**config.mk**
```make
export PLATFORM = sky130hd
export DESIGN_NAME = hazard_pipe_ctrl_flat
export DESIGN_NICKNAME = d
export VERILOG_FILES = /design/src/rtl/hazard_pipe_ctrl_if.sv /design/src/rtl/hazard_pipe_ctrl.sv /design/src/flat_wrapper.sv
export SDC_FILE = /design/constraint.sdc
export NUM_CORES = 1
export LEC_CHECK = 0
export CORE_MARGIN = 5
export CORE_UTILIZATION = 36
export DETAILED_ROUTE_END_ITERATION = 10
export HOLD_SLACK_MARGIN = 0.06
export PLACE_DENSITY = 0.83
export SLEW_MARGIN = 15
export SYNTH_ARGS = -nofsm -noshare
export SYNTH_HDL_FRONTEND = slang
export SYNTH_SLANG_ARGS = --single-unit
```
**constraint.sdc**
```tcl
create_clock -name clk -period 2.6 [get_ports clk]
set_clock_uncertainty 0.1 [all_clocks]
set_input_delay 0.52 -clock clk [delete_from_list [all_inputs] [get_ports clk]]
set_output_delay 0.52 -clock clk [all_outputs]
set_load 0.005 [all_outputs]
```
**src/rtl/hazard_pipe_ctrl_if.sv**
```systemverilog
// Decode-to-forwarding bundle for hazard_pipe_ctrl: decode-stage fields and branch in,
// shadow-pipe destination fields, stall/flush enables and stall counter out.
interface hazard_pipe_ctrl_if #(
    parameter int CNT_W = 16
);
    logic [4:0]       IFID_Rs;
    logic [4:0]       IFID_Rt;
    logic [4:0]       IFID_Rd;
    logic             IFID_RegWrite;
    logic             IFID_MemRead;
    logic             Branch_Taken;

    logic [4:0]       IDEX_Rd;
    logic             IDEX_RegWrite;
    logic             IDEX_MemRead;
    logic [4:0]       EXMEM_Rd;
    logic             EXMEM_RegWrite;
    logic [4:0]       MEMWB_Rd;
    logic             MEMWB_RegWrite;
    logic             PCWrite;
    logic             IFIDWrite;
    logic             IDEX_Bubble;
    logic             IFID_Flush;
    logic [CNT_W-1:0] stall_cycles;

    // The hazard controller is the master: it produces the forwarding fields.
    modport master (
        input  IFID_Rs, IFID_Rt, IFID_Rd, IFID_RegWrite, IFID_MemRead, Branch_Taken,
        output IDEX_Rd, IDEX_RegWrite, IDEX_MemRead, EXMEM_Rd, EXMEM_RegWrite,
               MEMWB_Rd, MEMWB_RegWrite, PCWrite, IFIDWrite, IDEX_Bubble, IFID_Flush,
               stall_cycles
    );

    modport slave (
        output IFID_Rs, IFID_Rt, IFID_Rd, IFID_RegWrite, IFID_MemRead, Branch_Taken,
        input  IDEX_Rd, IDEX_RegWrite, IDEX_MemRead, EXMEM_Rd, EXMEM_RegWrite,
               MEMWB_Rd, MEMWB_RegWrite, PCWrite, IFIDWrite, IDEX_Bubble, IFID_Flush,
               stall_cycles
    );
endinterface

```
**src/rtl/hazard_pipe_ctrl.sv**
```systemverilog
// Load-use stall / branch flush controller with shadow Rd/RegWrite pipeline feeding forwarding.
// Optional stall performance counter enabled by defining HAZARD_STALL_COUNT_EN.
module hazard_pipe_ctrl #(
    parameter int LOAD_USE_STALL = 1,
    parameter int CNT_W          = 16
) (
    input logic                clk,
    input logic                rst_n,
    hazard_pipe_ctrl_if.master hp
);
    typedef enum logic {RUN, STALL} state_t;

    localparam logic [1:0] STALL_RELOAD = 2'(LOAD_USE_STALL - 1);

    state_t     state_q, state_d;
    logic [1:0] cnt_q, cnt_d;

    logic [4:0] idex_rd_q, exmem_rd_q, memwb_rd_q;
    logic       idex_rw_q, exmem_rw_q, memwb_rw_q;
    logic       idex_mr_q;

    logic       hz;
    logic       pc_write, ifid_write, bubble, flush;

    // A load in ID/EX whose destination feeds the decode instruction; r0 is never a hazard.
    assign hz = idex_mr_q && idex_rw_q && (idex_rd_q != 5'd0) &&
                ((idex_rd_q == hp.IFID_Rs) || (idex_rd_q == hp.IFID_Rt));

    always_ff @(posedge clk or negedge rst_n) begin
        if (!rst_n) begin
            state_q <= RUN;
            cnt_q   <= 2'd0;
        end else begin
            state_q <= state_d;
            cnt_q   <= cnt_d;
        end
    end

    always_comb begin
        state_d    = state_q;
        cnt_d      = cnt_q;
        pc_write   = 1'b1;
        ifid_write = 1'b1;
        bubble     = 1'b0;
        flush      = 1'b0;
        case (state_q)
            RUN: begin
                if (hp.Branch_Taken) begin
                    flush  = 1'b1;
                    bubble = 1'b1;
                end else if (hz) begin
                    pc_write   = 1'b0;
                    ifid_write = 1'b0;
                    bubble     = 1'b1;
                    if (LOAD_USE_STALL > 1) begin
                        state_d = STALL;
                        cnt_d   = STALL_RELOAD;
                    end
                end
            end
            STALL: begin
                // A taken branch squashes the waiting consumer, so the stall is abandoned.
                if (hp.Branch_Taken) begin
                    flush   = 1'b1;
                    bubble  = 1'b1;
                    state_d = RUN;
                    cnt_d   = 2'd0;
                end else begin
                    pc_write   = 1'b0;
                    ifid_write = 1'b0;
                    bubble     = 1'b1;
                    if (cnt_q <= 2'd1) begin
                        state_d = RUN;
                        cnt_d   = 2'd0;
                    end else begin
                        cnt_d = cnt_q - 2'd1;
                    end
                end
            end
            default: begin
                state_d = RUN;
                cnt_d   = 2'd0;
            end
        endcase
    end

    // Shadow pipeline: downstream stages always advance, only ID/EX takes bubbles.
    always_ff @(posedge clk or negedge rst_n) begin
        if (!rst_n) begin
            idex_rd_q  <= 5'd0;
            idex_rw_q  <= 1'b0;
            idex_mr_q  <= 1'b0;
            exmem_rd_q <= 5'd0;
            exmem_rw_q <= 1'b0;
            memwb_rd_q <= 5'd0;
            memwb_rw_q <= 1'b0;
        end else begin
            memwb_rd_q <= exmem_rd_q;
            memwb_rw_q <= exmem_rw_q;
            exmem_rd_q <= idex_rd_q;
            exmem_rw_q <= idex_rw_q;
            if (bubble) begin
                idex_rd_q <= 5'd0;
                idex_rw_q <= 1'b0;
                idex_mr_q <= 1'b0;
            end else begin
                idex_rd_q <= hp.IFID_Rd;
                idex_rw_q <= hp.IFID_RegWrite;
                idex_mr_q <= hp.IFID_MemRead;
            end
        end
    end

    assign hp.IDEX_Rd        = idex_rd_q;
    assign hp.IDEX_RegWrite  = idex_rw_q;
    assign hp.IDEX_MemRead   = idex_mr_q;
    assign hp.EXMEM_Rd       = exmem_rd_q;
    assign hp.EXMEM_RegWrite = exmem_rw_q;
    assign hp.MEMWB_Rd       = memwb_rd_q;
    assign hp.MEMWB_RegWrite = memwb_rw_q;
    assign hp.PCWrite        = pc_write;
    assign hp.IFIDWrite      = ifid_write;
    assign hp.IDEX_Bubble    = bubble;
    assign hp.IFID_Flush     = flush;

`ifdef HAZARD_STALL_COUNT_EN
    logic [CNT_W-1:0] stall_cnt_q, stall_cnt_d;

    // Counts frozen-PC cycles only; flushes keep PCWrite high and are not counted.
    always_comb begin
        stall_cnt_d = stall_cnt_q;
        if (!pc_write && !(&stall_cnt_q)) begin
            stall_cnt_d = stall_cnt_q + CNT_W'(1);
        end
    end

    always_ff @(posedge clk or negedge rst_n) begin
        if (!rst_n) begin
            stall_cnt_q <= '0;
        end else begin
            stall_cnt_q <= stall_cnt_d;
        end
    end

    assign hp.stall_cycles = stall_cnt_q;
`else
    assign hp.stall_cycles = '0;
`endif

endmodule

```
**src/flat_wrapper.sv**
```systemverilog
// flat-port wrapper written by rule: the top's interface ports become plain ports
module hazard_pipe_ctrl_flat 
#(
    parameter int LOAD_USE_STALL = 1,
    parameter int CNT_W          = 16
)
  (clk, rst_n, hp_IFID_Rs, hp_IFID_Rt, hp_IFID_Rd, hp_IFID_RegWrite, hp_IFID_MemRead, hp_Branch_Taken, hp_IDEX_Rd, hp_IDEX_RegWrite, hp_IDEX_MemRead, hp_EXMEM_Rd, hp_EXMEM_RegWrite, hp_MEMWB_Rd, hp_MEMWB_RegWrite, hp_PCWrite, hp_IFIDWrite, hp_IDEX_Bubble, hp_IFID_Flush, hp_stall_cycles);
  hazard_pipe_ctrl_if #(.CNT_W(CNT_W)) hp_i ();
  input logic clk;
  input logic rst_n;
  input wire logic [$bits(hp_i.IFID_Rs)-1:0] hp_IFID_Rs;
  input wire logic [$bits(hp_i.IFID_Rt)-1:0] hp_IFID_Rt;
  input wire logic [$bits(hp_i.IFID_Rd)-1:0] hp_IFID_Rd;
  input wire logic [$bits(hp_i.IFID_RegWrite)-1:0] hp_IFID_RegWrite;
  input wire logic [$bits(hp_i.IFID_MemRead)-1:0] hp_IFID_MemRead;
  input wire logic [$bits(hp_i.Branch_Taken)-1:0] hp_Branch_Taken;
  output wire logic [$bits(hp_i.IDEX_Rd)-1:0] hp_IDEX_Rd;
  output wire logic [$bits(hp_i.IDEX_RegWrite)-1:0] hp_IDEX_RegWrite;
  output wire logic [$bits(hp_i.IDEX_MemRead)-1:0] hp_IDEX_MemRead;
  output wire logic [$bits(hp_i.EXMEM_Rd)-1:0] hp_EXMEM_Rd;
  output wire logic [$bits(hp_i.EXMEM_RegWrite)-1:0] hp_EXMEM_RegWrite;
  output wire logic [$bits(hp_i.MEMWB_Rd)-1:0] hp_MEMWB_Rd;
  output wire logic [$bits(hp_i.MEMWB_RegWrite)-1:0] hp_MEMWB_RegWrite;
  output wire logic [$bits(hp_i.PCWrite)-1:0] hp_PCWrite;
  output wire logic [$bits(hp_i.IFIDWrite)-1:0] hp_IFIDWrite;
  output wire logic [$bits(hp_i.IDEX_Bubble)-1:0] hp_IDEX_Bubble;
  output wire logic [$bits(hp_i.IFID_Flush)-1:0] hp_IFID_Flush;
  output wire logic [$bits(hp_i.stall_cycles)-1:0] hp_stall_cycles;
  assign hp_i.IFID_Rs = hp_IFID_Rs;
  assign hp_i.IFID_Rt = hp_IFID_Rt;
  assign hp_i.IFID_Rd = hp_IFID_Rd;
  assign hp_i.IFID_RegWrite = hp_IFID_RegWrite;
  assign hp_i.IFID_MemRead = hp_IFID_MemRead;
  assign hp_i.Branch_Taken = hp_Branch_Taken;
  assign hp_IDEX_Rd = hp_i.IDEX_Rd;
  assign hp_IDEX_RegWrite = hp_i.IDEX_RegWrite;
  assign hp_IDEX_MemRead = hp_i.IDEX_MemRead;
  assign hp_EXMEM_Rd = hp_i.EXMEM_Rd;
  assign hp_EXMEM_RegWrite = hp_i.EXMEM_RegWrite;
  assign hp_MEMWB_Rd = hp_i.MEMWB_Rd;
  assign hp_MEMWB_RegWrite = hp_i.MEMWB_RegWrite;
  assign hp_PCWrite = hp_i.PCWrite;
  assign hp_IFIDWrite = hp_i.IFIDWrite;
  assign hp_IDEX_Bubble = hp_i.IDEX_Bubble;
  assign hp_IFID_Flush = hp_i.IFID_Flush;
  assign hp_stall_cycles = hp_i.stall_cycles;
  hazard_pipe_ctrl #(.LOAD_USE_STALL(LOAD_USE_STALL), .CNT_W(CNT_W)) u_core (.clk(clk), .rst_n(rst_n), .hp(hp_i));
endmodule
```
==> Word level (Yosys, flattened, before mapping) <==
Index checks and enable logic that the tools add are counted.
{ "word_totals": {"ff_bits": 22, "mem_count": 0, "ramBits": 0, "rom_bits": 0, "latchBits": 0} }
{ "op_classes": {"shift": 0, "n_div": 0, "n_eq_ne": 2, "n_addsub": 1, "n_mul": 0, "n_reduce_logical": 5, "mux": 15, "magnitude_cmp": 1, "bitwise_logic": 1} }
{ "op_table": {"columns": ["op", "count"], "rows": [
  ["5-bit equality test", 2],
  ["1-bit two-way mux", 10],
  ["5-bit two-way mux", 1],
  ["5-bit nonzero test", 1],
  ["2-bit two-way mux", 2],
  ["1-bit case mux with 2 select lines", 2],
  ["1-bit logical AND", 3],
  ["2-bit by 1-bit <= comparator with 1-bit output, second input constant", 1],
  ["2-bit by 1-bit subtractor with 2-bit output, second input constant", 1],
  ["1-bit logical OR", 1],
  ["1-bit inverter", 1]
]} }

==> Depth between registers and ports, before layout <==
Gate-level depths: netlist of run 1.
{ "depth": {"ltp_word": 7, "ltp_mapped": 5, "mapped_depth_nobuf": 4} }

==> Least setup slack after synthesis of run 1 <==
Ideal clock, no wire load.
{ "synth_timing": {"kind": "flip-flop to output port", "start": "register u_core.idex_rd_q[3] (netlist: u_core.hp.IDEX_Rd[3])", "end": "output port hp_PCWrite", "slack_ns": 0.500, "n_path_buf": 1, "t_arrival_ns": 1.480, "stages_incl_launch_ff": 6, "cell_sequence": "dfrtp_1 -> or4_1 -> nor2_2 -> nor4bb_1 -> a21oi_1 -> buf_4"} }
{ "synth_via": {"elab_chain_cells": 6, "elab_cells_between_ends": 9, "cone_classes": "2 x eq/ne; 3 x mux; 4 x reduce/logical"} }
{ "synth_rtl": {"columns": ["element", "line_no", "text"], "rows": [
  ["start: declaration", "hazard_pipe_ctrl.sv:18", "logic [4:0] idex_rd_q, exmem_rd_q, memwb_rd_q;"],
  ["start signal: assignment", "hazard_pipe_ctrl.sv:107", "idex_rd_q <= hp.IFID_Rd;"],
  ["5-bit equality test / 5-bit nonzero test (equally long branches)", "hazard_pipe_ctrl.sv:27, hazard_pipe_ctrl.sv:26", null],
  ["1-bit logical OR / 1-bit logical AND (equally long branches)", "hazard_pipe_ctrl.sv:27, hazard_pipe_ctrl.sv:26", null],
  ["1-bit logical AND (*)", "hazard_pipe_ctrl.sv:26", "assign hz = idex_mr_q && idex_rw_q && (idex_rd_q != 5'd0) &&"],
  ["1-bit two-way mux (*) (2 in series)", null, null],
  ["1-bit case mux with 2 select lines (*)", null, null],
  ["end: declaration", "flat_wrapper.sv:24", "output wire logic [$bits(hp_i.PCWrite)-1:0] hp_PCWrite;"]
]} }
Mark *: on every way between the ends. The rest lies on a longest branch, timed or not.

==> Worst setup path in the final report of run 1 <==
{ "layout_timing": {"start": "register u_core.idex_rd_q[4] (netlist: u_core.hp.IDEX_Rd[4])", "end": "output port hp_IDEX_Bubble"} }
{ "layout_via": {"elab_chain_cells": 6, "elab_cells_between_ends": 9, "cone_classes": "2 x eq/ne; 3 x mux; 4 x reduce/logical"} }
{ "layout_rtl": {"columns": ["element", "line_no", "text"], "rows": [
  ["5-bit equality test / 5-bit nonzero test (equally long branches)", "hazard_pipe_ctrl.sv:27, hazard_pipe_ctrl.sv:26", null],
  ["1-bit logical OR / 1-bit logical AND (equally long branches)", "hazard_pipe_ctrl.sv:27, hazard_pipe_ctrl.sv:26", null],
  ["1-bit logical AND (*)", "hazard_pipe_ctrl.sv:26", null],
  ["1-bit two-way mux (*)", "hazard_pipe_ctrl.sv:51", "end else if (hz) begin"],
  ["1-bit two-way mux (*)", "hazard_pipe_ctrl.sv:48", "if (hp.Branch_Taken) begin"],
  ["1-bit case mux with 2 select lines (*)", "hazard_pipe_ctrl.sv:46", "case (state_q)"],
  ["end: declaration", "flat_wrapper.sv:26", "output wire logic [$bits(hp_i.IDEX_Bubble)-1:0] hp_IDEX_Bubble;"]
]} }
Marks and branches as above.

==> flow_summary.json, run 1 <==
{
  "fillers": 211,
  "synth-seq-area-share_pct": 56.7,
  "core_mm2": 0.00252,
  "synthTopCellsByArea": "dfrtp_1 (57%), buf_4 (14%), xnor2_1 (9.0%)",
  "yosysWarnings": 0,
  "clk_latency_ns": 0.30,
  "r2r_cells": 7,
  "grt.total_usage_pct": 11.5,
  "synth_top_cell_area_share_pct": 56.7,
  "antenna_found_initial": 0,
  "hold_path_depth": 0,
  "seqCellArea_um2": 551,
  "status": "completed",
  "worstPathCellList": "or4_4 > nor2_4 > buf_4 > buf_4 > or2_4 > o21ai_1 > buf_2",
  "pre_cts_ws_ns": -0.207,
  "vias": 729,
  "hpwlAfterDp_um": 1800,
  "drt-pass1-iter-count": 3,
  "syn_area_um2": 971,
  "viasPerCell": 4.39,
  "path_class": "reg -> out",
  "nets": 157,
  "r2r_slack_ns": 0.79,
  "p_leak_uw": 0.000680,
  "reg2reg_from": "u_core.hp.IDEX_Rd[4]$_DFF_PN0_",
  "htree_levels": 1,
  "ir_drop_uv": 319,
  "grt_pass1_vias": 705,
  "clock.fmax_mhz": 395,
  "port_buffers": 42,
  "drv_cap": 0,
  "hold_buffers": 0,
  "drc_errors": 0,
  "drive_above_1_share_pct": 14.0,
  "startpoint_type": "flop",
  "wl_per_cell_um": 13.2,
  "end_kind": "output pin",
  "fin_cells": 166,
  "grt_max_degree": 23,
  "syn_inst": 83,
  "grt_pass1_wl_um": 3280,
  "cts.sinks": 22,
  "drt_first_iter_violations": 10,
  "root_buffer": "clkbuf_4",
  "post-route-period-util_pct": 97.4,
  "hold_start": "u_core.hp.EXMEM_Rd[3]$_DFF_PN0_",
  "rsz0062_at_grt": "yes",
  "ios": 59,
  "die-height_um": 61.9,
  "overflow": 0,
  "maxSlewViolCount": 0,
  "pwr_density_cell_mw_per_mm2": 509,
  "slowest_stage": "or4_4",
  "chipWidth_um": 61.9,
  "core.rowCount": 18,
  "die-area_mm2": 0.00384,
  "hold_class": "reg -> reg",
  "cp_data_arrival_time_ns": 1.91,
  "setup_viol": 0,
  "crit_top_cell": "buf_4",
  "diodes": 0,
  "place.gp.congestion": 0.808,
  "place_inst": 159,
  "routed_wl_um": 2200,
  "yosysTopAreaCell": "dfrtp_1",
  "initial_core_util_pct": 38.5,
  "clock_path_buffers": 2,
  "ys_ff_latch": 22,
  "rr_endpoint": "u_core.hp.IDEX_Rd[0]$_DFF_PN0_",
  "hold_end": "u_core.hp.MEMWB_Rd[3]$_DFF_PN0_",
  "area.growth.synth_to_final_pct": 53.1,
  "clk_pin_slew_ns": 0.12,
  "syn_area_per_cell_um2": 11.7,
  "ant_nets": 0,
  "dpl_cell_area_mm2": 0.00140,
  "crit_fanout": 5,
  "cts_buffers": 3,
  "fin_ws_ns": 0.0687,
  "post-route-util_pct": 58.9,
  "tns_ns": 0,
  "multi_input_area_um2": 357,
  "cpPeakStageDelay_ns": 0.56,
  "synth_cell_types": 20,
  "stdcell_area_mm2": 0.00149,
  "cts_tree": "yes",
  "hold_viol_final": 0,
  "period_minus_slack_ns": 2.53,
  "required_ns": 1.98
}
final cells by class:
cell class | count | share of cell area (%)
clock buffers | 3 | 1.52
clock inverters | 1 | 2.02
multi-input cells | 58 | 24.0
flip-flops and latches | 22 | 37.0
well taps | 30 | 2.53
repair buffers | 52 | 32.9
critical path: cells and delay by family (launching register included):
kind / cells / cell delay, ns
compound gates: 1 / 0.06
buf+inv: 3 / 0.34
flops: 1 / 0.41
simple gates: 3 / 0.80
through the flow:
| stage | total power [uW] | hold slack, ns |
|---|---|---|
| after floorplan | 433 | 0.124 |
| final | 756 | 0.285 |
| after global placement | 500 | 0.259 |
| after global routing | 790 | 0.314 |
| after detailed placement | 504 | 0.263 |
| after CTS | 758 | 0.290 |
cell usage after synthesis:
library cell and number:
dfrtp_1 22, buf_4 18, xnor2_1 10, nand2_1 7, a21oi_1 4, o211a_1 4, nor2_1 3, nand2b_1 2
nand3_1 2, a21boi_0 1, conb_1 1, nor2_2 1, nor2b_1 1, nor4bb_1 1, o21ai_0 1, o22a_1 1
o22ai_1 1, o31ai_1 1, or2_4 1, or4_1 1
cells by family (layout without fill, tap and decap cells):
family          after synthesis  in the layout  share of synthesized area (%)
simple gates                 19             19                           10.2
buf+inv                      18             56                           13.9
xor+xnor                     10             10                           9.02
flops                        22             22                           56.7
other cells                   1             16                          0.386
compound gates               13             13                           9.79
sequential cells by signal, summed over array words and instances, names as in the netlist:
signal	count
u_core.hp.MEMWB_Rd	5
u_core.hp.EXMEM_RegWrite	1
u_core.hp.MEMWB_RegWrite	1
u_core.hp.IDEX_MemRead	1
u_core.hp.IDEX_RegWrite	1
u_core.hp.EXMEM_Rd	5
u_core.hp.IDEX_Rd	5
u_core.cnt_q	2
u_core.state_q	1
repair_timing:
| action | in CTS | in global routing |
|---|---|---|
| pin swaps | 2 | 3 |
| setup endpoints to repair | 3 | 3 |
| buffers inserted | 2 | 1 |
| resized for setup | 8 | 3 |
how the worst max path moves through the flow:
stage	depth (start not counted)	endpoint	startpoint	slack (ns)
after global routing	7	hp_IDEX_Bubble	u_core.hp.IDEX_Rd[4]$_DFF_PN0_	-0.01
after global placement	6	hp_IDEX_Bubble	hp_IFID_Rt[4]	-0.19
after detailed placement	6	hp_IDEX_Bubble	hp_IFID_Rt[4]	-0.21
final	7	hp_IDEX_Bubble	u_core.hp.IDEX_Rd[4]$_DFF_PN0_	0.07
after floorplan	5	hp_PCWrite	u_core.hp.IDEX_Rd[3]$_DFF_PN0_	0.50
after CTS	7	hp_IDEX_Bubble	u_core.hp.IDEX_Rd[4]$_DFF_PN0_	0.04
cells in the final DEF (no fill, tap or decap):
| cell type | Yosys | routed |
|---|---|---|
| clkdlybuf4s50_1 | 0 | 39 |
| clkdlybuf4s15_1 | 0 | 1 |
| clkbuf_4 | 0 | 3 |
| nor2_4 | 0 | 1 |
| nand3_1 | 2 | 2 |
| o22a_1 | 1 | 1 |
| dfrtp_1 | 22 | 22 |
| buf_4 | 18 | 10 |
| nor2_1 | 3 | 3 |
| bufinv_16 | 0 | 1 |
| o211a_1 | 4 | 4 |
| nor4bb_1 | 1 | 1 |
| o22ai_2 | 0 | 1 |
| buf_2 | 0 | 1 |
| or2_4 | 1 | 1 |
| a21oi_1 | 4 | 4 |
| or4_4 | 0 | 1 |
| conb_1 | 1 | 16 |
| nand2b_1 | 2 | 2 |
| nor2b_1 | 1 | 1 |
| dlygate4sd2_1 | 0 | 1 |
| o21ai_1 | 0 | 1 |
| nand2_1 | 7 | 7 |
| o31ai_1 | 1 | 1 |
| xnor2_1 | 10 | 10 |
| a21boi_0 | 1 | 1 |
per-layer routing:
layer  GRT usage (%)  up-vias  share of wire, %
met5               0        -                 0
met4            4.24        0               1.2
met3            1.65        2                13
met2            22.3       41                50
met1            12.6      339                36
li1                -      347                 -
where the power goes:
group	internal, uW	switching (uW)	total [uW]
Combinational	84.3	51.5	136
Clock	156	96.1	252
Sequential	358	10.5	368
(Power assumes the default switching activity.)
==> run 2, diff against run 1 <==
CTS_CLUSTER_SIZE = 28   (was default)
==> results of run 2 <==
Same layout as run 1: the final DEF is identical, and so are final timing and power.
==> run 3, diff against run 2 <==
CELL_PAD_IN_SITES_DETAIL_PLACEMENT = 1   (was default)
CELL_PAD_IN_SITES_GLOBAL_PLACEMENT = 2   (was default)
CORE_UTILIZATION = 21   (was 36)
PLACE_DENSITY = 0.84   (was 0.83)
clock period = 2.9 ns   (was 2.6 ns; I/O delays follow)
==> flow_summary.json, run 3 (synthesis results as in run 1) <==
{
  "die-area_mm2": 0.00608,
  "post-route-period-util_pct": 93.1,
  "initial_core_util_pct": 22.0,
  "root_buffer": "clkbuf_8",
  "grt.busiest_layer": "met2",
  "worstPathCellList": "clkdlybuf4s50_1 > xnor2_1 > nand2_1 > buf_4 > o22ai_2 > a21oi_1 > dlygate4sd2_1",
  "grt_pass1_wl_um": 4160,
  "cp_data_arrival_time_ns": 2.02,
  "vias": 755,
  "hpwlAfterDp_um": 2290,
  "p_leak_uw": 0.000662,
  "grt.total_usage_pct": 8.74,
  "period_minus_slack_ns": 2.70,
  "setup_viol": 0,
  "pwr_density_cell_mw_per_mm2": 446,
  "cts_buffers": 3,
  "htree_levels": 1,
  "core.rowCount": 24,
  "ir_drop_uv": 164,
  "cts_tree": "yes",
  "antenna_found_initial": 0,
  "post-route-util_pct": 33.7,
  "hold_ws_ns": 0.280,
  "path_class": "in -> out",
  "drt-pass1-iter-count": 2,
  "cts.sinks": 22,
  "reg2reg_from": "u_core.hp.IDEX_Rd[3]$_DFF_PN0_",
  "viasPerCell": 4.08,
  "clock_path_buffers": 2,
  "grt_use_met1_pct": 8.36,
  "hold_start": "u_core.hp.EXMEM_Rd[1]$_DFF_PN0_",
  "port_buffers": 42,
  "die-height_um": 78.0,
  "end_kind": "output pin",
  "fin_ws_ns": 0.200,
  "final_common_cell": "clkdlybuf4s50_1",
  "place.gp.congestion": 0.749,
  "r2r_slack_ns": 1.19,
  "gr-usage-met3_pct": 2.89,
  "rr_endpoint": "u_core.hp.IDEX_Rd[0]$_DFF_PN0_",
  "drv_cap": 0,
  "use_met2_pct": 17.1,
  "tns_ns": 0,
  "clk_pin_slew_ns": 0.08,
  "drive_above_1_share_pct": 11.3,
  "pre_cts_ws_ns": -0.148,
  "hold_path_depth": 0,
  "startpoint_type": "input pin",
  "grt_pass1_vias": 809,
  "diodes": 0,
  "status": "completed",
  "wl_per_cell_um": 14.7,
  "chipWidth_um": 78.0,
  "hold_end": "u_core.hp.MEMWB_Rd[1]$_DFF_PN0_",
  "routed_wl_um": 2720,
  "nets": 154,
  "crit_fanout": 2,
  "r2r_cells": 5,
  "rsz0062_at_grt": "no",
  "ios": 59,
  "layout_common_cells": "clkdlybuf4s50_1 (39), dfrtp_1 (21), conb_1 (16), xnor2_1 (10)",
  "clock.fmax_mhz": 370,
  "slowest_stage": "clkdlybuf4s50_1",
  "required_ns": 2.22,
  "hold_viol_final": 0,
  "fin_cells": 185,
  "overflow": 0,
  "ant_nets": 0,
  "grt_max_degree": 23,
  "core_mm2": 0.00441,
  "hold_class": "reg -> reg",
  "maxSlewViolCount": 0,
  "drt_first_iter_violations": 60,
  "drc_errors": 0,
  "clk_latency_ns": 0.25,
  "area.growth.synth_to_final_pct": 53.4,
  "cpPeakStageDelay_ns": 0.49,
  "place_inst": 179
}
[run 3: cell types whose count changed in the layout (fill, tap and decap cells not counted)]
cell and change:
clkbuf_4 -3, nor2_4 -1, dfrtp_1 -1, bufinv_16 -1
or4_1 +1, clkbuf_8 +4, buf_2 -1, dfrtp_2 +1
nor2_2 +1, dlygate4sd2_1 +2, clkdlybuf4s15_1 -1, buf_4 -3
or4_4 -1
[run 3: through the flow]
step | area, um2 | total power [uW]
after floorplan | 1030 | 388
after global placement | 1420 | 449
after detailed placement | 1420 | 455
after CTS | 1490 | 674
after global routing | 1490 | 695
final | 1490 | 665
[run 3: where the power goes]
part | switching [uW] | total, uW | internal, uW
combinational | 46.2 | 119 | 72.6
clock | 92.8 | 214 | 121
sequential | 11.3 | 332 | 321
[run 3: final cells by class]
| cell class | count | area (um2) |
|---|---|---|
| fill | 491 | 2930 |
| sequential | 22 | 552 |
| timing repair buffer | 49 | 469 |
| multi-input combinational | 58 | 348 |
| tap | 52 | 65.1 |
| clock buffer | 4 | 55.1 |
[run 3: metal layers]
layer	vias to the layer above	share of wire, %
li1	340	-
met1	379	32
met2	34	59
met3	2	8.3
met4	0	0.77
met5	-	0
[run 3: worst max path at each step]
stage | to | cells past startpoint | start
after global routing | hp_IDEX_Bubble | 6 | u_core.hp.IDEX_Rd[3]$_DFF_PN0_
final | hp_IFIDWrite | 7 | hp_IFID_Rt[2]
after CTS | hp_IDEX_Bubble | 6 | u_core.hp.IDEX_Rd[3]$_DFF_PN0_
after floorplan | hp_PCWrite | 5 | u_core.hp.IDEX_Rd[3]$_DFF_PN0_
after global placement | hp_IDEX_Bubble | 6 | hp_IFID_Rt[4]
after detailed placement | hp_IDEX_Bubble | 6 | hp_IFID_Rt[4]
[run 3: critical path: cells and delay by family]
family / cells / cell delay, ns
buf+inv: 3 / 0.92
compound gates: 2 / 0.30
xor+xnor: 1 / 0.12
simple gates: 1 / 0.10
[run 3: timing repair]
item                       CTS  global route
gates resized for setup      6             0
setup buffers                2             0
hold buffers                 0             0
setup endpoints to repair    3             0
